[config.mk]
export PLATFORM = sky130hd
export DESIGN_NAME = moving_avg_sink_flat
export DESIGN_NICKNAME = d
export VERILOG_FILES = /design/src/rtl/moving_avg_sink_pkg.sv /design/src/rtl/moving_avg_sink_if.sv /design/src/rtl/moving_avg_sink_fifo.sv /design/src/rtl/moving_avg_sink.sv /design/src/flat_wrapper.sv
export SDC_FILE = /design/constraint.sdc
export NUM_CORES = 1
export LEC_CHECK = 0
export CORE_MARGIN = 2
export CORE_UTILIZATION = 56
export DETAILED_ROUTE_END_ITERATION = 7
export PLACE_DENSITY = 0.77
export SETUP_SLACK_MARGIN = 0.1
export SYNTH_ARGS = -nofsm -noshare
export SYNTH_HDL_FRONTEND = slang
export SYNTH_SLANG_ARGS = --single-unit
[constraint.sdc]
create_clock -name clk -period 3.2 [get_ports clk]
set_input_delay 0.32 -clock clk [delete_from_list [all_inputs] [get_ports clk]]
set_output_delay 0.32 -clock clk [all_outputs]
set_load 0.05 [all_outputs]
[src/rtl/moving_avg_sink_pkg.sv]
// Shared definitions for the moving-average sink: FSM encoding and the
// default sample/FIFO geometry shared with the moving_avg filter.
package moving_avg_sink_pkg;

    localparam int DEFAULT_WIDTH = 10;
    localparam int DEFAULT_DEPTH = 8;
    localparam int DEFAULT_CNT_W = 8;

    typedef enum logic [1:0] {
        IDLE = 2'd0,
        ACT  = 2'd1,
        RPT  = 2'd2
    } sink_state_t;

endpackage

[src/rtl/moving_avg_sink_if.sv]
// Stream/read-port bundle between the filter, the sink and its consumer.
// The master side drives the filter samples and the consumer controls;
// the slave side (the sink) returns FIFO head, flags and frame statistics.
interface moving_avg_sink_if #(
    parameter int WIDTH = moving_avg_sink_pkg::DEFAULT_WIDTH,
    parameter int CNT_W = moving_avg_sink_pkg::DEFAULT_CNT_W
);
    logic [WIDTH-1:0] data_in;
    logic             e_in;
    logic             rd_en;
    logic             clr_ovf;
    logic [WIDTH-1:0] data_out;
    logic             valid_out;
    logic             full;
    logic             ovf;
    logic             frame_done;
    logic [WIDTH-1:0] frame_min;
    logic [WIDTH-1:0] frame_max;
    logic [CNT_W-1:0] frame_cnt;

    modport master (
        output data_in, e_in, rd_en, clr_ovf,
        input  data_out, valid_out, full, ovf,
        input  frame_done, frame_min, frame_max, frame_cnt
    );

    modport slave (
        input  data_in, e_in, rd_en, clr_ovf,
        output data_out, valid_out, full, ovf,
        output frame_done, frame_min, frame_max, frame_cnt
    );
endinterface

[src/rtl/moving_avg_sink_fifo.sv]
// First-word-fall-through synchronous FIFO. The head entry is presented
// combinationally at the read pointer; pointers carry one extra wrap bit
// so full and empty are distinguishable without a separate counter.
module sync_fifo_fwft
    import moving_avg_sink_pkg::*;
#(
    parameter int WIDTH = DEFAULT_WIDTH,
    parameter int DEPTH = DEFAULT_DEPTH
) (
    input  logic             clk,
    input  logic             rst,
    input  logic             push,
    input  logic             pop,
    input  logic [WIDTH-1:0] wr_data,
    output logic [WIDTH-1:0] rd_data,
    output logic             full,
    output logic             empty
);
    localparam int AW = $clog2(DEPTH);
    localparam int PW = AW + 1;

    logic [WIDTH-1:0] mem [DEPTH];
    logic [PW-1:0]    wr_ptr;
    logic [PW-1:0]    rd_ptr;
    logic             do_push;
    logic             do_pop;

    assign empty = (wr_ptr == rd_ptr);
    assign full  = (wr_ptr[AW-1:0] == rd_ptr[AW-1:0]) && (wr_ptr[AW] != rd_ptr[AW]);

    // A pop on an empty FIFO is ignored; a push into a full FIFO is only
    // accepted when the head is leaving at the same edge.
    assign do_pop  = pop & ~empty;
    assign do_push = push & (~full | do_pop);

    assign rd_data = mem[rd_ptr[AW-1:0]];

    // Pointer update; pointers wrap naturally through the extra MSB.
    always_ff @(posedge clk) begin
        if (rst) begin
            wr_ptr <= '0;
            rd_ptr <= '0;
        end else begin
            if (do_push) wr_ptr <= wr_ptr + PW'(1);
            if (do_pop)  rd_ptr <= rd_ptr + PW'(1);
        end
    end

    // Storage write; contents need no reset since empty masks them.
    always_ff @(posedge clk) begin
        if (do_push) mem[wr_ptr[AW-1:0]] <= wr_data;
    end
endmodule

[src/rtl/moving_avg_sink.sv]
// Receiving end of the moving-average filter: buffers samples in a FWFT
// FIFO for a pop-style consumer, flags dropped samples, and reports
// min/max/count for each contiguous e_in run (frame).
module moving_avg_sink
    import moving_avg_sink_pkg::*;
#(
    parameter int WIDTH = DEFAULT_WIDTH,
    parameter int DEPTH = DEFAULT_DEPTH,
    parameter int CNT_W = DEFAULT_CNT_W
) (
    input  logic             clk,
    input  logic             RST,
    moving_avg_sink_if.slave bus
);
    sink_state_t      state;
    logic             fifo_full;
    logic             fifo_empty;
    logic             pop_ok;
    logic             drop;
    logic [WIDTH-1:0] run_min;
    logic [WIDTH-1:0] run_max;
    logic [CNT_W-1:0] run_cnt;
    logic [WIDTH-1:0] frame_min_r;
    logic [WIDTH-1:0] frame_max_r;
    logic [CNT_W-1:0] frame_cnt_r;
    logic             frame_done_r;
    logic             ovf_r;

    // Frame counter saturates at its all-ones value instead of wrapping.
    function automatic logic [CNT_W-1:0] sat_inc(input logic [CNT_W-1:0] c);
        return (&c) ? c : c + CNT_W'(1);
    endfunction

    sync_fifo_fwft #(
        .WIDTH (WIDTH),
        .DEPTH (DEPTH)
    ) u_fifo (
        .clk     (clk),
        .rst     (RST),
        .push    (bus.e_in),
        .pop     (bus.rd_en),
        .wr_data (bus.data_in),
        .rd_data (bus.data_out),
        .full    (fifo_full),
        .empty   (fifo_empty)
    );

    // A sample is lost only when the FIFO is full and nothing leaves.
    assign pop_ok = bus.rd_en & ~fifo_empty;
    assign drop   = bus.e_in & fifo_full & ~pop_ok;

    assign bus.valid_out  = ~fifo_empty;
    assign bus.full       = fifo_full;
    assign bus.ovf        = ovf_r;
    assign bus.frame_done = frame_done_r;
    assign bus.frame_min  = frame_min_r;
    assign bus.frame_max  = frame_max_r;
    assign bus.frame_cnt  = frame_cnt_r;

    // Frame FSM: publishes the running statistics and pulses frame_done
    // on the edge that sees e_in fall.
    always_ff @(posedge clk) begin
        if (RST) begin
            state        <= IDLE;
            frame_done_r <= 1'b0;
            frame_min_r  <= '0;
            frame_max_r  <= '0;
            frame_cnt_r  <= '0;
        end else begin
            frame_done_r <= 1'b0;
            case (state)
                IDLE: if (bus.e_in) state <= ACT;
                ACT: begin
                    if (!bus.e_in) begin
                        state        <= RPT;
                        frame_done_r <= 1'b1;
                        frame_min_r  <= run_min;
                        frame_max_r  <= run_max;
                        frame_cnt_r  <= run_cnt;
                    end
                end
                RPT:     state <= bus.e_in ? ACT : IDLE;
                default: state <= IDLE;
            endcase
        end
    end

    // Running statistics: the first sample of a frame (seen outside ACT)
    // reloads them, later samples fold in with unsigned compares.
    always_ff @(posedge clk) begin
        if (bus.e_in) begin
            if (state == ACT) begin
                if (bus.data_in < run_min) run_min <= bus.data_in;
                if (bus.data_in > run_max) run_max <= bus.data_in;
                run_cnt <= sat_inc(run_cnt);
            end else begin
                run_min <= bus.data_in;
                run_max <= bus.data_in;
                run_cnt <= CNT_W'(1);
            end
        end
    end

    // Sticky overflow; a drop wins over a simultaneous clear.
    always_ff @(posedge clk) begin
        if (RST)              ovf_r <= 1'b0;
        else if (drop)        ovf_r <= 1'b1;
        else if (bus.clr_ovf) ovf_r <= 1'b0;
    end
endmodule

[src/flat_wrapper.sv]
// flat-port wrapper written by rule: the top's interface ports become plain ports
module moving_avg_sink_flat import moving_avg_sink_pkg::*;
#(
    parameter int WIDTH = DEFAULT_WIDTH,
    parameter int DEPTH = DEFAULT_DEPTH,
    parameter int CNT_W = DEFAULT_CNT_W
)
  (clk, RST, bus_data_in, bus_e_in, bus_rd_en, bus_clr_ovf, bus_data_out, bus_valid_out, bus_full, bus_ovf, bus_frame_done, bus_frame_min, bus_frame_max, bus_frame_cnt);
  moving_avg_sink_if #(.WIDTH(WIDTH), .CNT_W(CNT_W)) bus_i ();
  input  logic clk;
  input  logic RST;
  input wire logic [$bits(bus_i.data_in)-1:0] bus_data_in;
  input wire logic [$bits(bus_i.e_in)-1:0] bus_e_in;
  input wire logic [$bits(bus_i.rd_en)-1:0] bus_rd_en;
  input wire logic [$bits(bus_i.clr_ovf)-1:0] bus_clr_ovf;
  output wire logic [$bits(bus_i.data_out)-1:0] bus_data_out;
  output wire logic [$bits(bus_i.valid_out)-1:0] bus_valid_out;
  output wire logic [$bits(bus_i.full)-1:0] bus_full;
  output wire logic [$bits(bus_i.ovf)-1:0] bus_ovf;
  output wire logic [$bits(bus_i.frame_done)-1:0] bus_frame_done;
  output wire logic [$bits(bus_i.frame_min)-1:0] bus_frame_min;
  output wire logic [$bits(bus_i.frame_max)-1:0] bus_frame_max;
  output wire logic [$bits(bus_i.frame_cnt)-1:0] bus_frame_cnt;
  assign bus_i.data_in = bus_data_in;
  assign bus_i.e_in = bus_e_in;
  assign bus_i.rd_en = bus_rd_en;
  assign bus_i.clr_ovf = bus_clr_ovf;
  assign bus_data_out = bus_i.data_out;
  assign bus_valid_out = bus_i.valid_out;
  assign bus_full = bus_i.full;
  assign bus_ovf = bus_i.ovf;
  assign bus_frame_done = bus_i.frame_done;
  assign bus_frame_min = bus_i.frame_min;
  assign bus_frame_max = bus_i.frame_max;
  assign bus_frame_cnt = bus_i.frame_cnt;
  moving_avg_sink #(.WIDTH(WIDTH), .DEPTH(DEPTH), .CNT_W(CNT_W)) u_core (.clk(clk), .RST(RST), .bus(bus_i));
endmodule
==> results.cfg <==
[final_layout]
num-fill-cells = 714
ratio_of_cells_with_drive_above_1_in_the_final_layout_pct = 18.3
layout_common_cells = sky130_fd_sc_hd__edfxtp_1, sky130_fd_sc_hd__nand2_1, sky130_fd_sc_hd__clkdlybuf4s50_1
layout_commonest_cell = sky130_fd_sc_hd__edfxtp_1
syn_to_final_growth_pct = 22.5
antenna-diode-count = 0
finish.net_count = 550
finish.cell_count_without_fillers = 666
stdcell_area_sq_um = 7450

[pwr]
vdd_drop_max_mv = 0.353
p_leak_nw = 2.71
pwr_density_cell_nw_per_um2 = 651

[global_route]
antenna_found_initial = 0
overflow = 0
grt_util_met1_pct = 29.0
grt_pass1_wl_um = 19300
use_met2_pct = 37.3
grt_use_total_pct = 22.6
grt.met3_usage_pct = 6.03
grt_pass1_vias = 3822
grt_most_used_layer = met2
largest_net_degree_at_the_start_of_global_routing = 42

[clocking]
post_cts.repair.setup_buffers = 0
cts_tree = yes
clock_tree.root_cell = sky130_fd_sc_hd__clkbuf_8
cts_made_buffers = 17
cts.sinks = 151
worst_setup_hold_path_clk_slew_ps = 70
cts.repair.resized = 0
cts-hold-fix-buffers = 0
cts_buffer_depth = 2
h-tree-depth = 4
clkLatencyLatePin_ps = 520

[sta]
min_period_over_period_pct = 86.1
setup_total_negative_slack_ps = 0
worst_slew_margin_rel_pct = 39.5
grt_setup_unrepaired = no
setup_slack_ps = 444
fin_crit_ps = 2760
maxClockFrequency_ghz = 0.363
slew_viol_final = 0
setup_viol = 0
timing_worst_slew_pin_value_ps = 896
final.setup_skew_ps = 8.32
hold_viol = 0

[setup_path]
reg2reg_setup_slack_ps = 960
reg2reg_from = u_core.u_fifo.wr_ptr[1]$_SDFFE_PP0P_
critical_path_required_ps = 2880
crit_type = reg2out
critPathCapture = bus_valid_out
worst_setup_path_startpoint = u_core.u_fifo.wr_ptr[0]$_SDFFE_PP0P_
cp_data_arrival_time_ps = 2440
startpoint_type = flop
crit_path_end_kind = output pin
rr_worst_depth = 6
critPathMaxFanout = 8
timing.rr.end = u_core.u_fifo.mem[6][0]$_DFFE_PP_

[logic_synthesis]
synth-xor-area-share_pct = 1.87
avgSynthCellArea_sq_um = 14.0
synth_seq_area_share_pct = 67.5
synthesis.instances = 435
yosys-mux-area-fraction_pct = 9.59
post-synth-top-area-cell = sky130_fd_sc_hd__edfxtp_1
postSynthRegisterBits = 151
ys_top_cells_by_area = sky130_fd_sc_hd__edfxtp_1, sky130_fd_sc_hd__dfxtp_1, sky130_fd_sc_hd__mux4_2, sky130_fd_sc_hd__ha_1, sky130_fd_sc_hd__nand2_1
syn-num-nets = 472
synth_simple_gate_area_share_pct = 8.17
post-synth-top-area-fraction_pct = 53.3
ys.warnings.count = 0
synth-adder-area-share_pct = 4.53
post_synth_instance_area_sq_um = 6080
synth_compound_gate_area_share_pct = 5.51
dominant_combinational_cell_family_by_area_after_synthesis = multiplexers
synth.distinct_cells = 39

[route]
drt-vias-per-instance = 5.53
wl_um = 12000
route.antenna.remaining_nets = 0
initialDrtViolationCount = 244
wire_per_inst_um = 18.1
drc = 0
dr.pass1.iters = 5
num_vias = 3684

[floorplan]
dieHeight_um = 108
area_of_the_core_sq_um = 10700
die_span_x_um = 108
start_util_pct = 56.8
boundaryPins = 57
placement_rows = 38
design.die.area_sq_um = 11700

[placed_design]
detailed_place_hpwl_um = 7840
gp_congestion = 0.797
place.port_buffers = 56
placed_area_sq_um = 6880
placed_cells = 634
place_ws_ps = 449

[hold_path]
worstHoldPathType = reg2reg
worstHoldPathCells = 2

[flow_run]
max-cap-violations = 0

[status]
outcome = finished, final reports clean
report_power, final:
part | total (mW) | switching (mW) | internal [mW] | leakage [nW]
registers | 2.22 | 0.0507 | 2.17 | 1.35
logic | 0.725 | 0.429 | 0.296 | 1.08
clock network | 1.90 | 0.836 | 1.06 | 0.276
total | 4.85 | 1.32 | 3.53 | 2.71
per-layer routing:
| layer | vias up | wire length, um |
|---|---|---|
| met4 | 0 | 138 |
| li1 | 1747 | - |
| met5 | - | 0 |
| met1 | 1799 | 5050 |
| met3 | 15 | 716 |
| met2 | 123 | 6130 |
stage by stage:
stage,utilization (%),total power [mW],hold WS (ps)
finish,69.6,4.85,458
global route,69.6,5.03,475
CTS,69.6,4.89,458
detailed placement,64.3,2.99,446
global placement,64.3,2.97,442
floorplan,-,2.77,419
sequential cells by signal, summed over array words and instances, names as in the netlist, 8 cells and up, named ones only:
register and count:
u_core.bus.frame_cnt 8, u_core.run_min 10, u_core.run_max 10, u_core.run_cnt 8, u_core.bus.frame_max 10, u_core.u_fifo.mem 80
u_core.bus.frame_min 10
worst min path at each step:
stage	start	end	slack [ps]
finish	u_core.bus.frame_max[4]$_SDFFE_PP0P_	u_core.bus.frame_max[4]$_SDFFE_PP0P_	460
floorplan	bus_data_in[0]	u_core.run_max[0]$_DFFE_PP_	420
global placement	u_core.state[1]$_SDFFE_PP0P_	u_core.state[0]$_SDFFE_PP0P_	440
global route	u_core.bus.frame_max[0]$_SDFFE_PP0P_	u_core.bus.frame_max[0]$_SDFFE_PP0P_	470
detailed placement	u_core.bus.frame_max[6]$_SDFFE_PP0P_	u_core.bus.frame_max[6]$_SDFFE_PP0P_	450
CTS	u_core.state[1]$_SDFFE_PP0P_	u_core.state[0]$_SDFFE_PP0P_	460
cell families (layout without fill, tap and decap cells):
kind of cell / Yosys count / count (layout)
and+or+nand+nor: 116 / 116
muxes: 32 / 32
AOI/OAI and AO/OA: 58 / 58
adders and majority gates: 22 / 22
buffers and inverters: 43 / 134
DFF: 151 / 151
xor gates and xnor gates: 13 / 13
Yosys cell counts, drive strengths merged:
cell type / instances
a2111oi: 1
a211oi: 2
a21o: 3
a21oi: 39
a41oi: 1
and2: 1
and3: 1
buf: 6
clkbuf: 12
dfxtp: 43
edfxtp: 108
ha: 22
inv: 25
mux2: 10
mux2i: 2
mux4: 20
nand2: 66
nand2b: 4
nand3: 4
nand4: 3
nor2: 23
nor2b: 2
nor3: 5
nor4: 1
o2111ai: 1
o211ai: 1
o21ai: 8
o31ai: 1
o32a: 1
or2: 1
or3: 3
or4: 1
or4b: 1
xnor2: 5
xor2: 8
cell type report:
cell class                 count  area [sq um]  area share [%]
timing repair buffer          77           696            9.34
clock inverter                15           155            2.08
clock buffer                  17           414            5.56
inverter                      25          93.8            1.26
tap                          140           175            2.35
sequential                   151          4100            55.1
multi-input combinational    241          1810            24.3
worst max-delay path, stage by stage (launching register included):
cell and delay (ps):
sky130_fd_sc_hd__dfxtp_1 510, sky130_fd_sc_hd__xor2_1 120, sky130_fd_sc_hd__or4b_1 560, sky130_fd_sc_hd__clkdlybuf4s50_1 730
Note: power is estimated with default switching activity, not from simulation.
